`config.mk`:
```
export PLATFORM = sky130hd
export DESIGN_NAME = spi_transmit_status
export DESIGN_NICKNAME = d
export VERILOG_FILES = /design/src/rtl/spi_pkg.sv /design/src/rtl/sync_edge.sv /design/src/rtl/spi_transmit_status.sv
export SDC_FILE = /design/constraint.sdc
export NUM_CORES = 1
export LEC_CHECK = 0
export ABC_AREA = 1
export CAP_MARGIN = 10
export CORE_ASPECT_RATIO = 2
export CORE_MARGIN = 1.5
export CORE_UTILIZATION = 40
export DETAILED_ROUTE_END_ITERATION = 10
export GPL_ROUTABILITY_DRIVEN = 0
export HOLD_SLACK_MARGIN = 0.05
export SLEW_MARGIN = 20
export SYNTH_ARGS = -nofsm -noshare
export SYNTH_HDL_FRONTEND = slang
export SYNTH_SLANG_ARGS = --single-unit
```
`constraint.sdc`:
```
create_clock -name clk_i -period 4 [get_ports clk_i]
set_clock_uncertainty 0.15 [all_clocks]
set_input_delay 1 -clock clk_i [delete_from_list [all_inputs] [get_ports clk_i]]
set_output_delay 1 -clock clk_i [all_outputs]
set_load 0.02 [all_outputs]
```
`src/rtl/spi_pkg.sv`:
```
// rtl/spi_pkg.sv - shared SPI link types and constants
package spi_pkg;

  localparam int SPI_WIDTH = 16;

  typedef struct packed {
    logic [3:0] game_state;
    logic [5:0] p1_score;
    logic [5:0] p2_score;
  } status_t;

  typedef enum logic [0:0] {
    ST_IDLE  = 1'b0,
    ST_SHIFT = 1'b1
  } tx_state_e;

endpackage

```
`src/rtl/sync_edge.sv`:
```
// rtl/sync_edge.sv - synchronizer for an asynchronous input with rise/fall pulses
module sync_edge #(
  parameter int SYNC_FF = 2
) (
  input  logic clk_i,
  input  logic rst_i,
  input  logic async_i,
  output logic level_o,
  output logic rise_o,
  output logic fall_o
);

  logic [SYNC_FF-1:0] sync_q;
  logic               prev_q;

  always_ff @(posedge clk_i or posedge rst_i) begin
    if (rst_i) begin
      sync_q <= '0;
      prev_q <= 1'b0;
    end else begin
      sync_q <= {sync_q[SYNC_FF-2:0], async_i};
      prev_q <= sync_q[SYNC_FF-1];
    end
  end

  assign level_o = sync_q[SYNC_FF-1];
  assign rise_o  = sync_q[SYNC_FF-1] & ~prev_q;
  assign fall_o  = ~sync_q[SYNC_FF-1] & prev_q;

endmodule

```
`src/rtl/spi_transmit_status.sv`:
```
// rtl/spi_transmit_status.sv - SPI mode-0 peripheral transmitter returning a status word
// Holding register with valid/ready, one snapshot per load frame, MSB first on sdo.
module spi_transmit_status
  import spi_pkg::*;
#(
  parameter int WIDTH   = SPI_WIDTH,
  parameter int SYNC_FF = 2
) (
  input  logic             clk_i,
  input  logic             rst_i,
  input  logic             sck_i,
  input  logic             load_i,
  output logic             sdo_o,
  input  logic [WIDTH-1:0] status_data_i,
  input  logic             status_valid_i,
  output logic             status_ready_o,
  output logic             frame_done_o,
  output logic             frame_error_o,
  output logic             stale_o
);

  localparam int CNT_W  = $clog2(WIDTH + 2);
  localparam int SET_W  = $clog2(SYNC_FF + 2);
  localparam logic [CNT_W-1:0] CNT_FULL = CNT_W'(WIDTH);
  localparam logic [CNT_W-1:0] CNT_SAT  = CNT_W'(WIDTH + 1);
  localparam logic [SET_W-1:0] SETTLED  = SET_W'(SYNC_FF + 1);

  logic sck_level_unused, sck_rise, sck_fall;
  logic load_level, load_rise, load_fall;

  sync_edge #(.SYNC_FF(SYNC_FF)) u_sck_sync (
    .clk_i(clk_i), .rst_i(rst_i), .async_i(sck_i),
    .level_o(sck_level_unused), .rise_o(sck_rise), .fall_o(sck_fall)
  );

  sync_edge #(.SYNC_FF(SYNC_FF)) u_load_sync (
    .clk_i(clk_i), .rst_i(rst_i), .async_i(load_i),
    .level_o(load_level), .rise_o(load_rise), .fall_o(load_fall)
  );

  tx_state_e        state_q, state_d;
  logic [WIDTH-1:0] hold_q, hold_d, shift_q, shift_d, last_sent_q, last_sent_d;
  logic             hold_full_q, hold_full_d;
  logic [CNT_W-1:0] bit_cnt_q, bit_cnt_d;
  logic [SET_W-1:0] settle_q, settle_d;
  logic             armed_q, armed_d;
  logic             sdo_q, sdo_d, stale_q, stale_d, done_q, done_d, err_q, err_d;
  logic             start_frame, end_frame, cnt_en, shift_en, accept;
  logic [WIDTH-1:0] word_sel;

  // Synced load reads low for the first SYNC_FF+1 cycles after reset regardless of the pin,
  // so arming waits for the chain to flush before trusting a low level.
  always_comb begin
    settle_d = (settle_q == SETTLED) ? settle_q : settle_q + 1'b1;
    armed_d  = armed_q | ((settle_q == SETTLED) & ~load_level);
  end

  always_ff @(posedge clk_i or posedge rst_i) begin
    if (rst_i) state_q <= ST_IDLE;
    else       state_q <= state_d;
  end

  always_comb begin
    state_d = state_q;
    case (state_q)
      ST_IDLE:  if (start_frame) state_d = ST_SHIFT;
      ST_SHIFT: if (end_frame)   state_d = ST_IDLE;
      default:  state_d = ST_IDLE;
    endcase
  end

  // A frame start swallows any sck edge landing on the same cycle.
  always_comb begin
    start_frame = armed_q & load_rise;
    end_frame   = armed_q & load_fall & (state_q == ST_SHIFT);
    cnt_en      = (state_q == ST_SHIFT) & ~start_frame & ~end_frame & sck_rise;
    shift_en    = (state_q == ST_SHIFT) & ~start_frame & ~end_frame & sck_fall;
  end

  assign accept   = status_valid_i & ~hold_full_q;
  assign word_sel = hold_full_q ? hold_q : last_sent_q;

  always_comb begin
    hold_d      = accept ? status_data_i : hold_q;
    hold_full_d = hold_full_q;
    shift_d     = shift_q;
    last_sent_d = last_sent_q;
    bit_cnt_d   = bit_cnt_q;
    sdo_d       = sdo_q;
    stale_d     = stale_q;
    done_d      = 1'b0;
    err_d       = 1'b0;
    if (start_frame) begin
      shift_d     = word_sel;
      last_sent_d = word_sel;
      hold_full_d = 1'b0;
      stale_d     = ~hold_full_q;
      bit_cnt_d   = '0;
      sdo_d       = word_sel[WIDTH-1];
    end else if (end_frame) begin
      sdo_d  = 1'b0;
      done_d = (bit_cnt_q == CNT_FULL);
      err_d  = (bit_cnt_q != CNT_FULL);
    end else begin
      if (cnt_en && bit_cnt_q != CNT_SAT) bit_cnt_d = bit_cnt_q + 1'b1;
      if (shift_en) begin
        shift_d = {shift_q[WIDTH-2:0], 1'b0};
        sdo_d   = shift_q[WIDTH-2];
      end
    end
    if (accept) hold_full_d = 1'b1;
  end

  always_ff @(posedge clk_i or posedge rst_i) begin
    if (rst_i) begin
      hold_q      <= '0;
      hold_full_q <= 1'b0;
      shift_q     <= '0;
      last_sent_q <= '0;
      bit_cnt_q   <= '0;
      settle_q    <= '0;
      armed_q     <= 1'b0;
      sdo_q       <= 1'b0;
      stale_q     <= 1'b0;
      done_q      <= 1'b0;
      err_q       <= 1'b0;
    end else begin
      hold_q      <= hold_d;
      hold_full_q <= hold_full_d;
      shift_q     <= shift_d;
      last_sent_q <= last_sent_d;
      bit_cnt_q   <= bit_cnt_d;
      settle_q    <= settle_d;
      armed_q     <= armed_d;
      sdo_q       <= sdo_d;
      stale_q     <= stale_d;
      done_q      <= done_d;
      err_q       <= err_d;
    end
  end

  assign sdo_o          = sdo_q;
  assign status_ready_o = ~hold_full_q;
  assign frame_done_o   = done_q;
  assign frame_error_o  = err_q;
  assign stale_o        = stale_q;

endmodule

```
==> results of run 1 <==
-- worst paths after layout --
| path | end | depth (start not counted) | from | slack [ns] |
|---|---|---|---|---|
| hold reg to reg | u_load_sync.sync_q[1] | 0 | u_load_sync.sync_q[0] | 0.20 |
| max in group asynchronous | last_sent_q[1] | 3 | rst_i | 1.85 |
| min in group asynchronous | settle_q[0] | 2 | rst_i | 1.06 |
| setup reg to reg | bit_cnt_q[3] | 8 | armed_q | 2.23 |
| setup / recovery | status_ready_o | 2 | hold_full_q | 1.45 |
| hold / removal | u_load_sync.sync_q[1] | 0 | u_load_sync.sync_q[0] | 0.20 |
-- power breakdown --
part           internal (mW)  switching, mW  total [mW]  leakage, nW
Clock                  0.533          0.261       0.795        0.150
Combinational          0.227          0.279       0.505        0.770
Sequential             0.884          0.111       0.995        0.828
-- cell type report --
class	count	area [sq um]	share of cell area [%]
multi-input combinational	208	1080	30.0
sequential	67	1680	46.4
clock buffer	15	278	7.69
tap	92	115	3.19
timing repair buffer	29	280	7.76
clock inverter	1	30.0	0.832
inverter	39	149	4.12
-- registers in the layout, indices dropped and copies added (netlist names), 2 cells and up --
name,cells
hold_q,16
shift_q,15
settle_q,2
u_load_sync.sync_q,2
last_sent_q,16
bit_cnt_q,5
u_sck_sync.sync_q,2
-- cell usage after synthesis --
cell type	n
inv_4	1
o21ai_1	5
ha_1	4
inv_2	1
nand2_4	3
a31oi_1	1
o21ai_0	42
buf_6	5
nand2_1	107
dfrtp_1	67
inv_1	37
mux2_2	15
nand3b_1	2
buf_4	1
nand4_1	4
buf_2	6
nand3_1	9
mux2_1	1
o21bai_1	1
clkbuf_1	1
o21a_1	1
nor2_1	7
nand3_2	1
nand2_2	3
nor2_4	1
xnor2_1	1
-- routing by layer --
metal	routed length (um)	global-route usage [%]
met5	0	0
met4	108	8.14
met3	200	5.22
met2	2960	26.8
met1	2110	16.7
-- logic make-up after synthesis --
group	synth area share (%)
AOI/OAI and AO/OA	8.53
DFF	55.8
and+or+nand+nor	19.5
xor gates and xnor gates	0.291
buffers and inverters	8.20
muxes	5.99
adders and majority gates	1.67
-- metrics by stage --
step	hold slack, ns	instance area [sq um]	setup WS, ns
final	0.203	3610	1.45
after CTS	0.205	3610	1.43
after global routing	0.218	3610	1.41
after detailed placement	0.194	3300	1.42
after global placement	0.187	3300	1.44
after floorplan	0.181	3010	1.17
-- worst max-delay path, cell delays in order, from the launching register on --
cell,delay [ns]
dfrtp_1,0.38
inv_2,0.09
clkdlybuf4s50_1,0.60
==> impl_metrics.toml, run 1 <==
[status]
status = "finished clean"

[layout]
antennaDiodeCount = 0
fin_cells = 451
fill_cells = 715
drive_gt1_share_pct = 12.0
final_cell_mix = "107 x nand2_1, 67 x dfrtp_1, 42 x o21ai_0"
nets = 379
utilization_pct = 49.7
layout_commonest_cell = "nand2_1"
syn_to_final_growth_pct = 20.1

[sta]
tightest_slew_ns = 0.957
period_share_pct = 63.7
setup_viol = 0
rsz0062_at_grt = "no"
setup_tns_ns = 0
max_freq_mhz = 392
fin_crit_ns = 2.55
slew_headroom_pct = 36.1
slew_violations = 0
hold_viol = 0

[clock_network]
cts_resized = 0
cts_tree = "done"
cts_setup_buffers = 0
cts_buffers = 9
ctsLongestPathBuffers = 2
cts_num_sinks = 67
clk_pin_slew_ns = 0.05
clock_latency_ns = 0.33
cts_max_level = 3
cts_root_buf = "clkbuf_16"
cts_hold_buf = 0

[job]
cap_violations = 0

[setup_path]
startpoint_type = "flip-flop"
cp.required_ns = 2.85
critPathKind = "flip-flop to output port"
cp.arrival_ns = 1.40
end_kind = "output port"
crit_fanout = 3

[synthesis]
syn_inst = 327
yosys.area.top_type = "dfrtp_1"
synth_area_sq_um = 3010
yosysSeqAreaShare_pct = 55.8
ys_ff_latch = 67
syn_avg_cell_area_sq_um = 9.19
synth_nets = 352
yosys_warnings = 0
synth_top_area_share_pct = 55.8
synthTopCellsByArea = "dfrtp_1 56%, nand2_1 13%, o21ai_0 7.0%"
yosysUniqueCellTypes = 26

[global_routing]
globalRoute.totalOverflow = 0
grt_use_total_pct = 15.6
grt_pass1_wl_mm = 9.69
antenna_found_initial = 0
grt_max_degree = 48
grt_pass1_vias = 2198

[pwr]
power_density_nw_per_um2 = 636
leakagePower_nw = 1.75
fin_total_pwr_mw = 2.30
vdd_ir_drop_max_uv = 361

[die]
dieArea_sq_um = 8070
die_x_um = 64.3
boundaryPins = 26
die_y_um = 126
start_util_pct = 41.4
core_area_sq_um = 7270
rows = 44

[route]
first_pass_iters = 5
avgViaCountPerCell = 4.86
drcViolationCount = 0
drt-wirelength-per-cell_um = 11.9
routed_wl_mm = 5.38
vias = 2194
drt-initial-drc-count = 87
final_antenna_net_count = 0

[placement]
dp_hpwl_mm = 3.65
port_buffers = 25
place_inst = 435

[worst_hold_path]
hold_class = "flip-flop to flip-flop"
No activity file was read; power rests on OpenSTA's default activity.
==> run 2, diff against run 1 <==
Clock period 4 ns to 2.65 ns, I/O delays scaled along.
==> run 2 against run 1 <==
Effect of this change: register-to-register slack worse by 1.4 ns; cell count shrank 0.44%; sequential share of layout area is 0.29 points higher; clock-buffer cell count fell by 2; first-iteration DRC count rose by 15%; sequential cell count unchanged; core utilization shrank 0.31 points.
==> impl_metrics.toml, run 2 (same netlist as run 1, synthesis figures left out) <==
[clock_network]
cts_root_buf = "clkbuf_16"
cts_resized = 0
cts_tree = "done"
cts_setup_buffers = 0
ctsLongestPathBuffers = 2
cts_hold_buf = 0
cts_max_level = 3
cts_buffers = 9
clk_pin_slew_ns = 0.05
cts_num_sinks = 67
clock_latency_ns = 0.32

[placement]
placed_cell_area_sq_um = 3310
port_buffers = 25
dp_hpwl_mm = 3.58
place_inst = 434

[route]
final_antenna_net_count = 0
avgViaCountPerCell = 4.79
first_pass_iters = 7
routed_wl_mm = 5.23
vias = 2149
drt-wirelength-per-cell_um = 11.6
drcViolationCount = 0
drt-initial-drc-count = 100

[sta]
rsz0062_at_grt = "no"
tightest_slew_ns = 0.395
setup_tns_ns = 0
max_freq_mhz = 454
hold_viol = 0
period_share_pct = 83.1
holdWs_ns = 0.198
fin_crit_ns = 2.20
setup_viol = 0
slew_headroom_pct = 73.6
slew_violations = 0

[global_routing]
globalRoute.totalOverflow = 0
grt_pass1_vias = 2165
grt_use_total_pct = 15.4
grt_pass1_wl_mm = 9.68
antenna_found_initial = 0
grt_max_degree = 68

[layout]
syn_to_final_growth_pct = 19.4
final_cell_mix = "107 x nand2_1, 67 x dfrtp_1, 42 x o21ai_0"
final_cell_area_sq_um = 3590
reg.largest.list = "hold_q (16), last_sent_q (16), shift_q (15)"
drive_gt1_share_pct = 12.0
layout_commonest_cell = "nand2_1"
antennaDiodeCount = 0
fin_cells = 449
nets = 378
fill_cells = 703

[setup_path]
critical_path.max_stage_delay_ns = 0.60
critPathKind = "flip-flop to output port"
crit_fanout = 3
cp.required_ns = 1.84
startpoint_type = "flip-flop"
cp.arrival_ns = 1.39
worst_path_max_delay_cell = "clkdlybuf4s50_1"
end_kind = "output port"
path_cells = "inv_2 > clkdlybuf4s50_1"

[pwr]
power_density_nw_per_um2 = 936
leakagePower_nw = 1.74
fin_total_pwr_mw = 3.36
vdd_ir_drop_max_uv = 569

[job]
cap_violations = 0

[die]
dieArea_sq_um = 8070
core_area_sq_um = 7270
die_x_um = 64.3
die_y_um = 126
boundaryPins = 26
start_util_pct = 41.4
rows = 44

[worst_hold_path]
hold_class = "flip-flop to flip-flop"

[status]
status = "finished clean"
## run 2: cell count changes in the layout (fill, tap and decap cells not counted), sizes merged
| cell | delta |
|---|---|
| buf | -1 |
| clkinv | +2 |
| clkbuf | -2 |
| bufinv | -1 |
## run 2: worst paths after layout
kind                                       start                    end  slack (ns)  cells past startpoint
max in group asynchronous                  rst_i         last_sent_q[2]        1.48                      3
hold / removal             u_load_sync.sync_q[0]  u_load_sync.sync_q[1]        0.20                      0
min in group asynchronous                  rst_i  u_load_sync.sync_q[1]        0.56                      3
hold reg to reg            u_load_sync.sync_q[0]  u_load_sync.sync_q[1]        0.20                      0
setup reg to reg                         armed_q             shift_q[1]        0.82                      7
setup / recovery                     hold_full_q         status_ready_o        0.45                      2
## run 2: metrics by stage
| stage | setup slack, ns | util [%] |
|---|---|---|
| after floorplan | 0.154 | - |
| after global placement | 0.689 | 45.5 |
| after detailed placement | 0.677 | 45.5 |
| after CTS | 0.424 | 49.4 |
| after global routing | 0.403 | 49.4 |
| final | 0.447 | 49.4 |
## run 2: area by class of cell
cell class | count | area, sq um | share of cell area, %
clock buffers | 13 | 270 | 7.53
clock inverters | 2 | 10.0 | 0.279
inverters | 39 | 149 | 4.15
multi-input cells | 208 | 1080 | 30.2
flip-flops and latches | 67 | 1680 | 46.7
well taps | 92 | 115 | 3.21
repair buffers | 28 | 285 | 7.95
## run 2: worst max-delay path, delay by kind of cell, from the launching register on
kind                   cells  cell delay, ns
buffers and inverters      2            0.69
DFF                        1            0.38
## run 2: power breakdown
part           total (mW)  switching, mW  internal, mW
sequential           1.49          0.160          1.33
clock                1.10          0.396         0.700
combinational       0.769          0.425         0.344
total                3.36          0.981          2.38
## run 2: metal layers
layer / wire (um) / vias up / global-route usage, % / part of all wire, %
li1: - / 1081 / - / -
met1: 2170 / 1015 / 17.3 / 42
met2: 2730 / 45 / 26.3 / 52
met3: 194 / 8 / 3.96 / 3.7
met4: 131 / 0 / 8.01 / 2.5
met5: 0 / - / 0 / 0
==> run 3, diff against run 2 <==
Clock period 2.65 ns to 2.2 ns, I/O delays scaled along.
==> run 3 against run 2 <==
Effect of this change: first-iteration DRC count is 32% lower; clock power is 33% higher; global-route usage is 0.43 points lower; via count is 0.93% higher; sequential power is 21% higher; sequential share of layout area is 0.83 points lower; clock-buffer cell count is 1 lower; core utilization is 0.90 points higher; sequential cell count stayed put; register-to-register slack worse by 0.18 ns; final area is 1.8% higher; die area stayed put.
==> impl_metrics.toml, run 3 (same netlist as run 1, synthesis figures left out) <==
[layout]
final_cell_mix = "107 x nand2_1, 67 x dfrtp_1, 42 x o21ai_0"
syn_to_final_growth_pct = 21.6
nets = 380
layout_commonest_cell = "nand2_1"
reg.largest.list = "hold_q (16), last_sent_q (16), shift_q (15)"
utilization_pct = 50.3
fill_cells = 707
drive_gt1_share_pct = 13.1
antennaDiodeCount = 0
final_cell_area_sq_um = 3650

[clock_network]
cts_hold_buf = 0
cts_max_level = 3
clk_pin_slew_ns = 0.05
cts_tree = "done"
cts_buffers = 9
ctsLongestPathBuffers = 2
cts_root_buf = "clkbuf_16"
cts_setup_buffers = 0
clock_latency_ns = 0.32
cts_resized = 0
cts_num_sinks = 67

[placement]
dp_hpwl_mm = 3.66
port_buffers = 25
placed_cell_area_sq_um = 3340

[global_routing]
grt_pass1_vias = 2134
globalRoute.totalOverflow = 0
antenna_found_initial = 0
grt_pass1_wl_mm = 9.37
grt_max_degree = 34
grt_use_total_pct = 15.0

[pwr]
power_density_nw_per_um2 = 1150
vdd_ir_drop_max_uv = 599
leakagePower_nw = 1.76

[route]
final_antenna_net_count = 0
avgViaCountPerCell = 4.80
routed_wl_mm = 5.21
vias = 2169
drcViolationCount = 0
first_pass_iters = 4
drt-initial-drc-count = 68
drt-wirelength-per-cell_um = 11.5

[die]
boundaryPins = 26
start_util_pct = 41.4
core_area_sq_um = 7270
die_y_um = 126
dieArea_sq_um = 8070
die_x_um = 64.3
rows = 44

[sta]
max_freq_mhz = 478
slew_headroom_pct = 74.8
period_share_pct = 95.0
setup_viol = 0
setup_tns_ns = 0
fin_crit_ns = 2.09
slew_violations = 0
hold_viol = 0
tightest_slew_ns = 0.378
rsz0062_at_grt = "no"

[setup_path]
end_kind = "output port"
cpLargestDelayFamily = "buffers and inverters"
crit_buf_inv = 2
critical_path.max_stage_delay_ns = 0.60
path_cells = "inv_2 > clkdlybuf4s50_1"
critPathKind = "flip-flop to output port"
cp.required_ns = 1.50
startpoint_type = "flip-flop"
crit_fanout = 3
cp.arrival_ns = 1.39
worst_path_max_delay_cell = "clkdlybuf4s50_1"

[status]
status = "finished clean"

[worst_hold_path]
hold_class = "flip-flop to flip-flop"

[job]
cap_violations = 0
[run 3: changes by cell type in the layout (fill, tap and decap cells not counted), sizes merged]
cell and delta:
inv -1, bufinv +1, clkinvlp +2, buf +2
clkbuf -1
[run 3: worst paths after layout]
path	start	endpoint	slack, ns	depth (start not counted)
max in group asynchronous	rst_i	hold_q[15]	1.02	3
worst max-delay path	hold_full_q	status_ready_o	0.11	2
worst min-delay path	u_sck_sync.sync_q[0]	u_sck_sync.sync_q[1]	0.21	0
min in group asynchronous	rst_i	u_load_sync.sync_q[0]	0.41	2
worst min register to register	u_sck_sync.sync_q[0]	u_sck_sync.sync_q[1]	0.21	0
worst max register to register	u_load_sync.sync_q[1]	shift_q[13]	0.64	7
[run 3: final cells by class]
class                   instances  area (sq um)  area share [%]
inverters                      39           153            4.18
repair buffers                 30           313            8.56
clock buffers                  12           267            7.29
multi-input cells             208          1080            29.6
well taps                      92           115            3.15
flip-flops and latches         67          1680            45.9
clock inverters                 4          47.5            1.30
[run 3: report_power, final]
part           switching [mW]  internal, mW
clock                   0.497         0.965
sequential              0.190          1.61
combinational           0.510         0.419
[run 3: stage by stage]
step / power, mW / worst slack [ns] / instances / hold WS, ns
floorplan: 2.52 / 0.772 / 327 / 0.181
global placement: 2.72 / 0.346 / 436 / 0.190
global route: 4.49 / 0.0702 / 452 / 0.222
detailed placement: 2.76 / 0.333 / 436 / 0.192
CTS: 4.24 / 0.0942 / 452 / 0.213
finish: 4.19 / 0.110 / 452 / 0.212
[run 3: routing by layer]
layer / up-vias / GRT usage, % / wire length, um
li1: 1097 / - / -
met1: 1037 / 16.5 / 2200
met2: 26 / 25.8 / 2740
met3: 9 / 3.33 / 118
met5: - / 0 / 0
met4: 0 / 8.64 / 150
==> variant (settings of run 2) <==
Put one more register stage on the output `frame_error_o`, without a reset. The value now appears one clock later. The other outputs are not delayed to match.
--- a/src/rtl/spi_transmit_status.sv
+++ b/src/rtl/spi_transmit_status.sv
@@ -144,3 +144,5 @@
   assign frame_done_o   = done_q;
-  assign frame_error_o  = err_q;
+  always_ff @(posedge clk_i) begin
+    frame_error_o <= err_q;
+  end
   assign stale_o        = stale_q;
Behaviour: not the same (a bounded check fails within 10 cycles, from zero or initial values and one cycle with rst_i high).
==> variant against run 2 <==
  * Total power is 1.0% higher
  * Area after synthesis is 0.67% higher
  * Global-route usage is 0.16 points higher
  * Die area is 0.64% higher
  * Wire length is 1.2% higher
  * Final area is 0.63% higher
  * Sequential cell count is 1 higher
  * Count of clock-buffer cells in the layout is 2 higher
  * Non-clock buffer count stayed put
  * Synthesized cell count is 0.31% higher
  * Worst setup slack worse by 0.017 ns
  * Largest power group unchanged
==> variant: results (changes against run 2) <==
status: finished clean
flop-to-flop setup slack: 0.75 ns (-0.07 ns)
Finished Layout Cells: 451 (+0.45%)
Crit Reg-Reg Startpoint: u_load_sync.sync_q[1]$_DFF_PP0_
hpwl dp: 3.48 mm (-2.6%)
Yosys cell types: 27 (+3.8%)
H-tree levels: 3 (unchanged)
leading post-synthesis cells by cell area: dfrtp_1 55%, nand2_1 13%, o21ai_0 6.9%
Ys Warns: 0 (unchanged)
first-pass GRT wire length: 9.61 mm (-0.71%)
Slew @ Worst Pin: 0.450 ns (+0.0546 ns)
Max VDD drop: 0.000468 V (-18%)
worst reg2reg path endpoint: shift_q[7]$_DFFE_PP0P_
vias in the first global route: 2,128 (-1.7%)
Synth Area in Adders: 1.65% (-0.011 points)
share of cells above drive strength 1: 11.7% (-0.35 points)
Nets: 379 (+0.26%)
initial DRC count: 123 (+23%)
Worst EP arrival: 1.41 ns (+0.02 ns)
leakage power total: 1.75 nW (+0.38%)
Placement Setup Slack: 0.675 ns (-0.00148 ns)
Post-synth ARST share: 98.5% (-1.5 points)
CTS root buffer: clkbuf_16
Avg Vias per Cell: 4.74 (-1.0%)
First-pass DRT Iterations: 4 (-3)
Net Count, Synth: 353 (+0.28%)
largest net degree at the start of global routing: 68 (unchanged)
xor and xnor fraction of the mapped netlist area: 0.289% (-0.0019 points)
register area share after synthesis: 56.1% (+0.29 points)
DR WL/cell: 11.7 um (+0.78%)
Avg Inst Size Synth: 9.22 sq um (+0.36%)
complex-gate fraction of the synthesized area: 8.48% (-0.056 points)
total global-route track usage: 15.6% (+0.16 points)
Cell Count Post-Placement: 435 (+0.23%)
top post-synthesis cells by count: 107 x nand2_1, 67 x dfrtp_1, 42 x o21ai_0
variant: metal layers:
metal  up-vias  wire [um]  GRT usage, %  part of all wire (%)
met4         0        165          8.89                   3.1
met5         -          0             0                     0
met3        13        169          4.91                   3.2
li1       1087          -             -                     -
met1      1004       2290          18.0                    43
met2        33       2670          25.0                    50
variant: worst max path at each step:
stage / startpoint / endpoint / slack (ns)
floorplan: rst_i / armed_q$_DFF_PP0_ / 0.15
global placement: status_valid_i / hold_q[0]$_DFFE_PP0P_ / 0.69
detailed placement: status_valid_i / hold_q[13]$_DFFE_PP0P_ / 0.68
CTS: hold_full_q$_DFFE_PP0P_ / status_ready_o / 0.42
global route: hold_full_q$_DFFE_PP0P_ / status_ready_o / 0.40
finish: hold_full_q$_DFFE_PP0P_ / status_ready_o / 0.43
variant: logic make-up after synthesis:
group	count (synthesis)
simple gates	137
flops	68
buf+inv	52
compound gates	50
mux	16
fa+ha+maj	4
xor+xnor	1
variant: power by group:
part	internal [mW]	switching [mW]	total [mW]
Combinational	0.344	0.420	0.764
Clock	0.709	0.407	1.12
Sequential	1.35	0.165	1.51
Total	2.40	0.992	3.39
variant: final cells by class:
cell class	count	area (sq um)	share of cell area (%)
Clock buffer	15	278	7.69
Clock inverter	1	5.00	0.139
Inverter	39	149	4.12
Multi-Input combinational cell	208	1080	30.0
Sequential cell	68	1700	47.0
Tap cell	92	115	3.19
Timing Repair Buffer	28	285	7.90
variant: critical path, delay by kind of cell, from the launching register on:
family,cells,cell delay [ns]
flip-flops,1,0.38
buffers and inverters,2,0.70
variant: per-stage QoR:
step	hold slack [ns]	instance area (sq um)
final	0.197	3610
after global routing	0.203	3610
after CTS	0.197	3610
after detailed placement	0.186	3330
after global placement	0.179	3330
after floorplan	0.174	3030
